==> src/rtl/comparator.sv <==
// Registered magnitude comparator: one-hot GT/LT/EQ of operands A and B, unsigned or two's-complement.
// Latency 1 cycle from in_valid to out_valid; result holds while in_valid is low.
// No backpressure: accepts a new compare every cycle.
//
// Ports:
//   clk        rising-edge clock for all state
//   rst        synchronous active-high reset, overrides in_valid
//   in_valid   A/B valid this cycle; the compare result is captured
//   A, B       WIDTH-bit operands
//   GT/LT/EQ   registered A>B / A<B / A==B, one-hot after the first capture
//   out_valid  high for the cycle after a captured compare
module comparator #(
  parameter int WIDTH  = 2,
  parameter bit SIGNED = 1'b0
) (
  input  logic             clk,
  input  logic             rst,
  input  logic             in_valid,
  input  logic [WIDTH-1:0] A,
  input  logic [WIDTH-1:0] B,
  output logic             GT,
  output logic             LT,
  output logic             EQ,
  output logic             out_valid
);

  // Inverting the sign bit maps two's-complement order onto unsigned order,
  // so one full-width unsigned compare serves both modes.
  logic [WIDTH-1:0] sign_flip;
  logic [WIDTH-1:0] a_key;
  logic [WIDTH-1:0] b_key;
  logic             gt_c;
  logic             lt_c;
  logic             eq_c;

  always_comb begin
    sign_flip            = '0;
    sign_flip[WIDTH-1]   = SIGNED;
    a_key                = A ^ sign_flip;
    b_key                = B ^ sign_flip;
    gt_c                 = (a_key > b_key);
    lt_c                 = (a_key < b_key);
    eq_c                 = (A == B);
  end

  always_ff @(posedge clk) begin
    if (rst) begin
      GT        <= 1'b0;
      LT        <= 1'b0;
      EQ        <= 1'b0;
      out_valid <= 1'b0;
    end else begin
      out_valid <= in_valid;
      // Flags are only updated on a valid input; otherwise the last result is held.
      if (in_valid) begin
        GT <= gt_c;
        LT <= lt_c;
        EQ <= eq_c;
      end
    end
  end

endmodule

==> config.mk <==
export PLATFORM = sky130hd
export DESIGN_NAME = comparator
export DESIGN_NICKNAME = d
export VERILOG_FILES = /design/src/rtl/comparator.sv
export SDC_FILE = /design/constraint.sdc
export NUM_CORES = 1
export LEC_CHECK = 0
export ABC_AREA = 1
export BUFFER_PORTS_ARGS = -buffer_cell sky130_fd_sc_hd__buf_2
export CORE_AREA = 3 3 40 42
export DETAILED_ROUTE_END_ITERATION = 8
export DIE_AREA = 0 0 43 45
export GPL_TIMING_DRIVEN = 1
export SLEW_MARGIN = 5
export SYNTH_ARGS = -nofsm -noshare
export SYNTH_HDL_FRONTEND = slang
export SYNTH_SLANG_ARGS = --single-unit
==> constraint.sdc <==
create_clock -name clk -period 1 [get_ports clk]
set_input_delay 0.25 -clock clk [delete_from_list [all_inputs] [get_ports clk]]
set_output_delay 0.25 -clock clk [all_outputs]
set_load 0.02 [all_outputs]
# Yosys cells after proc, flatten, opt, wreduce, memory -nomap -nowiden
# Cells that the tools add are included.
# Widths: inputs -> output; s select.
dict set report classes {
  addsub 0
  n_mul 0
  div_mod_pow 0
  magnitude_cmp 2
  n_eq_ne 1
  shifts 0
  n_mux 0
  bitwise 0
  reduce_logical 0
}
# op count
set ops {}
lappend ops {{$eq 2x2->1} 1}
lappend ops {{$gt 2x2->1} 1}
lappend ops {{$lt 2x2->1} 1}
dict set report word_totals {
  ff_bits 4
  latchBits 0
  ram_bits 0
  romBits 0
  input_bits 7
  output_inout_bits 4
  wordCells 7
  mem_count 0
}

# Logic depth before layout (Yosys ltp)
# Gate-level depths: netlist of the first run.
dict set report logic_depth {
  word_depth 1
  ltp_mapped 7
}

# Least setup slack after synthesis of the first run
# Ideal clock, no wire load.
dict set report synth_path {
  path_kind {input to register}
  start {input A[0]}
  end {register GT}
  setup_time_ns 0.064
  arrival_ns 0.807
  path_slack_ns 0.129
  cell_stages 7
  cell_sequence {inv_1 > ha_1 > nand2_1 > nand2_1 > nand2_1 > inv_1 > nor2_1}
}
dict set report synth_via {
  elab_chain_cells 1
}
# item line
set synth_lines {}
lappend synth_lines {{start, declared} 19} ;# input logic [WIDTH-1:0] A,
lappend synth_lines {{$gt 2x2->1} 41} ;# gt_c = (a_key > b_key);
lappend synth_lines {{end signal, assigned} 56} ;# GT <= gt_c;
lappend synth_lines {{end, declared} 21} ;# output logic GT,
# No other way between the ends.
# A chain may end at the register's enable or synchronous reset.

# Worst setup path after layout of the first run
dict set report layout_path {
  start {register EQ}
  end {output EQ}
}
# item line
set layout_lines {}
lappend layout_lines {{start, declared} 23} ;# output logic EQ,
lappend layout_lines {{start signal, assigned} 58} ;# EQ <= eq_c;
# No word-level cell between the ends.

==> results.cfg, run 1 <==
[drt]
num_vias = 189
vias_per_cell = 3.50
drt_first_iter_violations = 1
antenna_left = 0
wl_per_cell_um = 7.35
drt-total-wl_um = 397
firstDrtPassIters = 2
drc = 0

[global_route]
grt_pass1_wl_um = 627
grt_max_degree = 5
gr-total-overflow = 0
grt_pass1_vias = 178
grt_use_total = 0.0492
antenna_found_initial = 0

[synth]
synthesis.area_um2 = 193
synthArstFlopShare = 0
yosys-top-cells-area = dfxtp_1 (42%), nand2_1 (14%), ha_1 (13%)
synthMostInstantiatedCell = nand2_1
yosysTopAreaCellShare = 0.416
synth_cells = 26
synth_flop_cell = dfxtp_1
synth_cell_type_count = 11
syn-num-nets = 35
yosysSeqAreaShare = 0.416
ys_seq_elements = 4
syn-mean-instance-area_um2 = 7.41
synth_edf_count = 0
yosysWarnings = 0
netlist_top_cells_count = nand2_1 (7), inv_1 (5), dfxtp_1 (4)
synth_area_leader_cell = dfxtp_1

[place]
pre_cts_ws_ns = -0.0310
place.gp.congestion = 0.728
dp_cells = 51
io_buffer_count = 10
dp_hpwl_um = 325

[power_and_ir_drop]
ir_worst_vdd_mv = 0.623
p_int_w = 0.000340
pwr_density_cell_nw_per_um2 = 1590
p_leak_nw = 0.164
finalPower_w = 0.000456
switching_share = 0.255
pwr-share-seq = 0.386
power_frac_comb = 0.178
netSwitchingPower_w = 0.000116
clkPwrFrac = 0.436

[finish]
syn_to_final_growth_pct = 48.7
drive_gt1_frac = 0.436
utilization = 0.223
stdcell_count = 54
antenna_cells = 0
fin_nets = 50

[timing]
setup_viol = 0
period_needed_ns = 0.956
setup_tns_ns = 0
drv_slew = 0
rsz0062_at_grt = no
hold_violations = 0
worst_pin_slew_ns = 0.126
relSlewSlack = 0.915
setup_ws_ns = 0.0439
clock.fmax_mhz = 1050
finalCritPeriodShare = 0.956
finClkSkew_ns = 0

[worst_setup_path]
end_kind = primary output
r2r_cells = 4
cp_top_family = flip-flops
worstPathCellList = buf_2
critPathSlowestCell = dfxtp_1
start_kind = register
path_max_fanout = 2
path_buf_inv = 1
max_stage_delay_ns = 0.31
worstReg2RegEnd = GT$_SDFFE_PP0P_
path_class = reg -> out
reg2reg_from = GT$_SDFFE_PP0P_
cp.arrival_ns = 0.71
required_ns = 0.75
reg2reg_slack_ns = 0.39

[hold_path]
hp-class = in -> reg
min_to = LT$_SDFFE_PP0P_
whs_path_depth = 2
min-delay-start = rst

[floorplanning]
core_um2 = 1280
dieArea_um2 = 1940
row_count = 13
die_y_um = 45
pin_count = 11
die_x_um = 43
start_util = 0.150

[clock_network]
cts_setup_buffers = 0
clockBufferDepth = 2
cts_tree = done
clock_sinks = 4
insertion_delay_ns = 0.23
cts-root-buf = clkbuf_4
numCtsBuffers = 3
clk_pin_slew_worst_paths_ns = 0.04
cts_max_level = 1
cts.repair.resized = 0
cts_hold_buffers = 0

[flow_run]
max-cap-violations = 0

[status]
status = finished, final reports clean
-- sequential cells by signal (all words and copies together), names as in the netlist --
name / cells
out_valid: 1
EQ: 1
LT: 1
GT: 1
-- power groups by stage --
| stage | registers, W | logic (W) | clock network, W |
|---|---|---|---|
| after floorplan | 0.000192 | 0.0000359 | 0 |
| after global placement | 0.000178 | 0.0000798 | 0 |
| after detailed placement | 0.000178 | 0.0000812 | 0 |
| after CTS | 0.000176 | 0.0000817 | 0.000209 |
| after global routing | 0.000176 | 0.0000922 | 0.000225 |
| final | 0.000176 | 0.0000813 | 0.000198 |
-- final cells by class --
cell class                      instances  area (µm²)
Timing Repair Buffer                   10        52.6
Inverter                                6        22.5
Multi-Input combinational cell         16        90.1
Fill cell                             144         998
Sequential cell                         4        80.1
Tap cell                               15        18.8
Clock buffer                            3        22.5
-- worst max-delay path by stage --
| stage | from | end | slack, ns | cells after the start |
|---|---|---|---|---|
| after floorplan | A[0] | GT$_SDFFE_PP0P_ | 0.13 | 7 |
| after global placement | A[1] | GT$_SDFFE_PP0P_ | -0.01 | 7 |
| after detailed placement | A[1] | GT$_SDFFE_PP0P_ | -0.03 | 7 |
| after CTS | LT$_SDFFE_PP0P_ | LT | 0.02 | 1 |
| after global routing | LT$_SDFFE_PP0P_ | LT | 0.01 | 1 |
| final | EQ$_SDFFE_PP0P_ | EQ | 0.04 | 1 |
-- layout by cell type (no fill, tap or decap) --
cell type,synthesis,routed
a21oi_1,1,1
a21oi_2,1,1
buf_2,0,9
buf_4,0,1
clkbuf_4,0,3
dfxtp_1,4,4
ha_1,2,2
inv_1,5,5
inv_2,1,1
nand2_1,7,7
nand2_2,1,1
nor2_1,2,2
nor2_2,1,1
o21ai_0,1,1
-- kinds of logic after synthesis --
family / after synthesis / share of synthesized area
flip-flops: 4 / 0.416
AND/OR/NAND/NOR: 11 / 0.240
buffers and inverters: 6 / 0.117
adder cells (fa/ha/maj): 2 / 0.130
AO/OA/AOI/OAI: 3 / 0.0974
-- per-stage QoR --
stage | hold WS [ns] | cell area, µm²
after CTS | 0.193 | 284
after floorplan | 0.312 | 193
final | 0.199 | 287
after detailed placement | 0.443 | 262
after global routing | 0.191 | 287
after global placement | 0.439 | 262
-- worst reg2reg max path, cell delays in order, from the launching register on --
cell	delay [ns]
dfxtp_1	0.31
nand2_1	0.05
nand2_1	0.06
inv_1	0.04
nor2_1	0.08
-- layer usage --
metal	wire length [µm]	part of all wire	GRT usage
met1	150	0.38	0.0339
met2	190	0.48	0.0778
met3	55	0.14	0.0637
met4	0	0	0.0181
met5	0	0	0
(Power assumes the default switching activity.)
==> run 2, diff against run 1 <==
- CTS_BUF_LIST: unset -> sky130_fd_sc_hd__clkbuf_8
==> run 2 against run 1 <==
Compared with the run above:
- register-to-register slack about the same
- worst hold slack improved by 0.022 ns
- setup slack improved by 0.0069 ns
- global-route usage unchanged
- non-clock buffer count unchanged
- core utilization is 1.3 points higher
- critical path type unchanged
- critical endpoint is now LT
==> results.cfg, run 2 (same netlist as run 1, synthesis figures left out) <==
[worst_setup_path]
critPathSlowestCell = dfxtp_1
required_ns = 0.75
path_buf_inv = 1
cp_top_family = flip-flops
cp.arrival_ns = 0.70
path_max_fanout = 2
max_stage_delay_ns = 0.32
path_class = reg -> out
start_kind = register
end_kind = primary output
worstPathCellList = buf_2

[clock_network]
clk_pin_slew_worst_paths_ns = 0.03
cts.repair.resized = 0
insertion_delay_ns = 0.21
cts_max_level = 1
cts_hold_buffers = 0
clock_sinks = 4
cts_tree = done
numCtsBuffers = 3
cts_setup_buffers = 0
cts-root-buf = clkbuf_8
clockBufferDepth = 2

[power_and_ir_drop]
clkPwrFrac = 0.567
switching_share = 0.221
pwr-share-seq = 0.298
ir_worst_vdd_mv = 0.510
p_leak_nw = 0.172
power_frac_comb = 0.135
pwr_density_cell_nw_per_um2 = 1950
p_int_w = 0.000460
netSwitchingPower_w = 0.000131

[finish]
drive_gt1_frac = 0.436
nFillCells = 144
fin_nets = 50
final_common_cell = buf_2
syn_to_final_growth_pct = 57.1
stdcell_area_um2 = 303
antenna_cells = 0
mostFrequentLayoutCells = buf_2 (10), nand2_1 (7), inv_1 (5)

[global_route]
gr-total-overflow = 0
grt_pass1_wl_um = 627
grt_use_total = 0.0492
grt_pass1_vias = 179
grt_max_degree = 5
antenna_found_initial = 0

[drt]
wl_per_cell_um = 7.70
vias_per_cell = 3.57
num_vias = 193
antenna_left = 0
drt_first_iter_violations = 1
drt-total-wl_um = 416
firstDrtPassIters = 2
drc = 0

[timing]
hold_violations = 0
relSlewSlack = 0.915
clock.fmax_mhz = 1050
drv_slew = 0
setup_viol = 0
worst_hold_slack_ns = 0.220
period_needed_ns = 0.949
setup_ws_ns = 0.0508
finalCritPeriodShare = 0.949
rsz0062_at_grt = no
finClkSkew_ns = 0
worst_pin_slew_ns = 0.126

[floorplanning]
start_util = 0.150
die_y_um = 45
die_x_um = 43
row_count = 13
pin_count = 11
core_um2 = 1280
dieArea_um2 = 1940

[status]
status = finished, final reports clean

[flow_run]
max-cap-violations = 0

[place]
place.gp.congestion = 0.728
dpl_cell_area_um2 = 262
io_buffer_count = 10
dp_hpwl_um = 325
pre_cts_ws_ns = -0.0310

[hold_path]
hp-class = in -> reg
run 2: cell type report:
class / instances / area (µm²) / area share
clock buffers: 3 / 41.3 / 0.136
inverters: 6 / 22.5 / 0.0744
multi-input cells: 16 / 90.1 / 0.298
flip-flops and latches: 4 / 80.1 / 0.264
well taps: 15 / 18.8 / 0.0620
repair buffers: 10 / 50.0 / 0.165
run 2: worst paths after layout:
kind                   startpoint              end  slack (ns)  cells after the start
hold reg to reg   LT$_SDFFE_PP0P_  LT$_SDFFE_PP0P_        0.47                      2
hold / removal                rst  LT$_SDFFE_PP0P_        0.22                      2
setup / recovery  LT$_SDFFE_PP0P_               LT        0.05                      1
setup reg to reg  GT$_SDFFE_PP0P_  GT$_SDFFE_PP0P_        0.39                      4
run 2: per-layer routing:
metal / part of all wire / global-route usage / vias up
li1: - / - / 104
met1: 0.38 / 0.0339 / 81
met2: 0.49 / 0.0778 / 8
met3: 0.13 / 0.0637 / 0
met4: 0 / 0.0181 / 0
met5: 0 / 0 / -
run 2: power groups by stage:
| stage | sequential (W) | clock, W | combinational [W] |
|---|---|---|---|
| 6_report | 0.000176 | 0.000335 | 0.0000801 |
| 5_1_grt | 0.000177 | 0.000363 | 0.0000905 |
| 4_1_cts | 0.000176 | 0.000347 | 0.0000818 |
| 3_5_place_dp | 0.000178 | 0 | 0.0000812 |
| 3_3_place_gp | 0.000178 | 0 | 0.0000798 |
| 2_1_floorplan | 0.000192 | 0 | 0.0000359 |
run 2: worst register-to-register path: stages (launching register included):
cell and delay [ns]:
dfxtp_1 0.31, nand2_1 0.05, nand2_1 0.06, inv_1 0.04, nor2_1 0.08
run 2: stage by stage:
| stage | utilization | power [W] | setup TNS (ns) | std cells |
|---|---|---|---|---|
| after floorplan | - | 0.000228 | 0 | 26 |
| after global placement | 0.204 | 0.000258 | -0.0141 | 51 |
| after detailed placement | 0.204 | 0.000259 | -0.0310 | 51 |
| after CTS | 0.236 | 0.000605 | 0 | 54 |
| after global routing | 0.236 | 0.000630 | 0 | 54 |
| final | 0.236 | 0.000591 | 0 | 54 |
